**config.mk**
```make
export PLATFORM = sky130hd
export DESIGN_NAME = demux1x8_8_buf
export DESIGN_NICKNAME = d
export VERILOG_FILES = /design/src/rtl/ops8_pkg.sv /design/src/rtl/demux_chan.sv /design/src/rtl/demux1x8_8_buf.sv
export SDC_FILE = /design/constraint.sdc
export NUM_CORES = 1
export LEC_CHECK = 0
export CORE_UTILIZATION = 59
export CTS_CLUSTER_SIZE = 28
export DETAILED_ROUTE_END_ITERATION = 7
export DONT_BUFFER_PORTS = 1
export PLACE_DENSITY = 0.84
export SLEW_MARGIN = 0
export SYNTH_ARGS = -nofsm -noshare
export SYNTH_HDL_FRONTEND = slang
export SYNTH_SLANG_ARGS = --single-unit
```
**constraint.sdc**
```tcl
create_clock -name clk -period 4.9 [get_ports clk]
set_input_delay 1.225 -clock clk [delete_from_list [all_inputs] [get_ports clk]]
set_output_delay 1.225 -clock clk [all_outputs]
set_load 0.005 [all_outputs]
```
**src/rtl/ops8_pkg.sv**
```systemverilog
// Shared definitions for the 8-bit byte-ops blocks (byte mux, byte demux).
// Channel count, select width, byte type and small decode helpers.
package ops8_pkg;

    localparam int N_CH  = 8;
    localparam int SEL_W = 3;

    typedef logic [7:0] byte_t;

    // One-hot decode of a channel index
    function automatic logic [N_CH-1:0] onehot(input logic [SEL_W-1:0] sel);
        logic [N_CH-1:0] vec;
        vec      = '0;
        vec[sel] = 1'b1;
        return vec;
    endfunction

    function automatic logic [SEL_W-1:0] next_ptr(input logic [SEL_W-1:0] cur);
        return cur + 1'b1;
    endfunction

endpackage

```
**src/rtl/demux_chan.sv**
```systemverilog
// One buffered demux channel: output register plus its full flag.
// A write in the same cycle as an ack wins, so the flag stays set (write-through).
module demux_chan #(
    parameter int               WIDTH   = 8,
    parameter logic [WIDTH-1:0] RST_VAL = {WIDTH{1'b0}}
) (
    input  logic             clk,
    input  logic             rst,
    input  logic             wr,
    input  logic [WIDTH-1:0] d,
    input  logic             ack,
    output logic [WIDTH-1:0] q,
    output logic             full
);

    always_ff @(posedge clk) begin
        if (rst) begin
            q    <= RST_VAL;
            full <= 1'b0;
        end else if (wr) begin
            q    <= d;
            full <= 1'b1;
        end else if (ack && full) begin
            full <= 1'b0;
        end
    end

endmodule

```
**src/rtl/demux1x8_8_buf.sv**
```systemverilog
// Registered 1-to-8 byte demux with per-channel full flags and round-robin pointer.
// Optional broadcast mode is enabled by defining DEMUX_BCAST_EN.
module demux1x8_8_buf
    import ops8_pkg::*;
#(
    parameter int               WIDTH   = 8,
    parameter logic [WIDTH-1:0] RST_VAL = {WIDTH{1'b0}}
) (
    input  logic             clk,
    input  logic             rst,
    input  logic [WIDTH-1:0] i,
    input  logic             i_valid,
    output logic             i_ready,
    input  logic             s2,
    input  logic             s1,
    input  logic             s0,
    input  logic             auto,
`ifdef DEMUX_BCAST_EN
    input  logic             bcast,
`endif
    input  logic [N_CH-1:0]  ack,
    output logic [WIDTH-1:0] o0,
    output logic [WIDTH-1:0] o1,
    output logic [WIDTH-1:0] o2,
    output logic [WIDTH-1:0] o3,
    output logic [WIDTH-1:0] o4,
    output logic [WIDTH-1:0] o5,
    output logic [WIDTH-1:0] o6,
    output logic [WIDTH-1:0] o7,
    output logic [N_CH-1:0]  full,
    output logic [SEL_W-1:0] ptr
);

    logic [SEL_W-1:0] target;
    logic [N_CH-1:0]  free_vec;
    logic [N_CH-1:0]  wr_vec;
    logic             accept;
    logic             bcast_on;
    logic [WIDTH-1:0] q_arr [N_CH];

    // A channel can take a byte if it is empty or being drained this cycle
    always_comb begin
`ifdef DEMUX_BCAST_EN
        bcast_on = bcast;
`else
        bcast_on = 1'b0;
`endif
        target   = auto ? ptr : {s2, s1, s0};
        free_vec = ~full | ack;
        i_ready  = bcast_on ? (&free_vec) : free_vec[target];
        accept   = i_valid & i_ready;
        wr_vec   = '0;
        if (accept) begin
            wr_vec = bcast_on ? {N_CH{1'b1}} : onehot(target);
        end
    end

    always_ff @(posedge clk) begin
        if (rst) begin
            ptr <= '0;
        end else if (accept && auto && !bcast_on) begin
            ptr <= next_ptr(ptr);
        end
    end

    for (genvar k = 0; k < N_CH; k++) begin : g_chan
        demux_chan #(
            .WIDTH   (WIDTH),
            .RST_VAL (RST_VAL)
        ) u_chan (
            .clk  (clk),
            .rst  (rst),
            .wr   (wr_vec[k]),
            .d    (i),
            .ack  (ack[k]),
            .q    (q_arr[k]),
            .full (full[k])
        );
    end

    assign o0 = q_arr[0];
    assign o1 = q_arr[1];
    assign o2 = q_arr[2];
    assign o3 = q_arr[3];
    assign o4 = q_arr[4];
    assign o5 = q_arr[5];
    assign o6 = q_arr[6];
    assign o7 = q_arr[7];

endmodule

```
==> flow_summary.toml <==
[clocking]
clkTransAtPathRegs_ns = 0.07
cts_max_path_buffers = 2
hold_buffers = 0
htreeDepth = 3
cts_root_buffer = "clkbuf_8"
insertion_delay_ns = 0.35
cts.sinks = 75
cts_setup_buffers = 0
numCtsBuffers = 9
cts_tree = "done"
cts_resized = 0

[setup_path]
crit_fanout = 14
end_kind = "primary output"
worstPathRequired_ns = 3.67
cp_data_arrival_time_ns = 2.48
crit_type = "input port to primary output"
startpoint_type = "input port"

[yosys]
synth_top_cell_area_share_pct = 45.2
ys_types = 31
yosysMostFrequentCell = "nand2b_1"
synth-seq-area-share_pct = 45.2
netlist_area_mm2 = 0.00332
synth_enable_flop_cells = 0
synth-warning-count = 0
ys.flop_type = "dfxtp_1"
avgSynthCellArea_um2 = 10.5
yosys.area.top_type = "dfxtp_1"
async_reset_ff_share_pct = 0
synth_area_leaders = "dfxtp_1, mux2i_1, nand2b_1"
ys_ff_latch = 75
ys_top_cells_by_count = "nand2b_1, dfxtp_1, mux2i_1"
syn_nets = 340
syn_inst = 316

[sta]
slew_viol_final = 0
setup_violations = 0
max-slew-margin-rel_pct = 56.5
finalHoldViolCount = 0
worst_pin_slew_ns = 0.651
rsz0062_at_grt = "no"
worst_slack_ns = 1.19
fin_skew_ns = 0.0136
fmax_mhz = 270
whs_ns = 0.492
fin_crit_ns = 3.71
min_period_over_period_pct = 75.6
fin_setup_tns_ns = 0

[die]
core-area_mm2 = 0.00527
die_w_um = 77.0
start_util_pct = 63.0
die_y_um = 77.0
rows = 26
die_area_mm2 = 0.00593
top_level_ports = 99

[finish]
fin_util_pct = 64.6
final_nets = 318
antennaDiodeCount = 0
areaGrowthSynthToFinish_pct = 2.64
final_layout_size_suffix_gt1_share_pct = 8.36
fin_cells = 369

[place]
placed_cells = 353
io_buffers = 0
dpl.hpwl_um = 4480
pre_cts_slack_ns = 1.17
routabilityCongestion = 0.808

[power_and_ir_drop]
p_leak_nw = 1.53
peakVddDrop_mv = 0.200
p_per_area_mw_per_mm2 = 344

[routing]
drt_iter0_drc = 113
drc = 0
routedWlPerCell_um = 18.1
num_vias = 2060
ant_nets = 0
via_per_inst = 5.58
dr.pass1.iters = 4
drt_wl_total_um = 6700

[run_status]
outcome = "finished, final reports clean"

[global_routing]
met3_usage_pct = 9.40
grt_antenna_before_repair = 0
track_usage_pct = 23.9
busiest_layer = "met2"
grt_max_degree = 86
first_global_vias = 2083
grt_pass1_wl_um = 10600
use_met2_pct = 39.3
grtUsageMet1_pct = 28.1
globalRouteOverflowTotal = 0

[run]
drv_cap = 0

[min_path]
hold_path_class = "flop to flop"
[cell type report]
type	count	area, um2
timing repair buffer	2	15.0
multi-input combinational	205	1610
inverter	1	3.75
clock buffer	10	128
sequential	75	1500
tap	70	87.6
fill	451	1860
clock inverter	6	65.1
[kinds of logic after synthesis]
logic type	count (synthesis)	synth area share [%]
flops	75	45.2
buf+inv	36	6.37
mux	71	21.8
compound gates	18	3.58
simple gates	115	22.6
fa+ha+maj	1	0.377
[cells in the final DEF, fill, tap and decap left out, drive strengths merged, types with 2 or more instances in the layout]
| master | instances |
|---|---|
| nor2b | 2 |
| dfxtp | 75 |
| a32o | 2 |
| a32oi | 2 |
| clkinv | 3 |
| inv | 2 |
| and3 | 3 |
| nand3 | 8 |
| nand2b | 85 |
| mux2i | 70 |
| clkbuf | 10 |
| nor2 | 11 |
| buf | 2 |
| a21oi | 10 |
[power by group]
part | leakage, nW | switching, W | total (W) | internal, W
combinational | 0.830 | 0.0000350 | 0.0000694 | 0.0000343
clock | 0.0966 | 0.000230 | 0.000467 | 0.000236
sequential | 0.607 | 0.0000130 | 0.000637 | 0.000624
[stage by stage]
step | total power (W) | area, um2
floorplan | 0.000719 | 3320
finish | 0.00117 | 3410
global placement | 0.000719 | 3210
global route | 0.00122 | 3410
detailed placement | 0.000721 | 3210
CTS | 0.00118 | 3410
[metal layers]
layer | vias up | wire [um] | share of wire (%)
li1 | 1007 | - | -
met1 | 974 | 2920 | 44
met2 | 69 | 3210 | 48
met3 | 10 | 486 | 7.3
met4 | 0 | 87 | 1.3
met5 | - | 0 | 0
[worst max-delay path: stages]
cell and delay (ns):
mux2i_4 0.31, mux2i_1 0.13, a222oi_1 0.33, buf_4 0.30, and2_1 0.18
[flip-flops by register name, indices dropped and copies added (netlist names)]
| signal | cells |
|---|---|
| g_chan.u_chan.q | 64 |
| ptr | 3 |
| g_chan.u_chan.full | 8 |
[final timing paths]
path                                            from                                 end  slack, ns  cells after the start
setup / recovery                                auto                             i_ready       1.19                      5
hold reg to reg   g_chan[2].u_chan.q[1]$_SDFFE_PP0P_  g_chan[2].u_chan.q[1]$_SDFFE_PP0P_       0.49                      2
setup reg to reg                 ptr[0]$_SDFFE_PP0P_  g_chan[1].u_chan.full$_SDFFE_PP0P_       2.57                      6
hold / removal    g_chan[2].u_chan.q[1]$_SDFFE_PP0P_  g_chan[2].u_chan.q[1]$_SDFFE_PP0P_       0.49                      2
No activity file was read; power rests on OpenSTA's default activity.
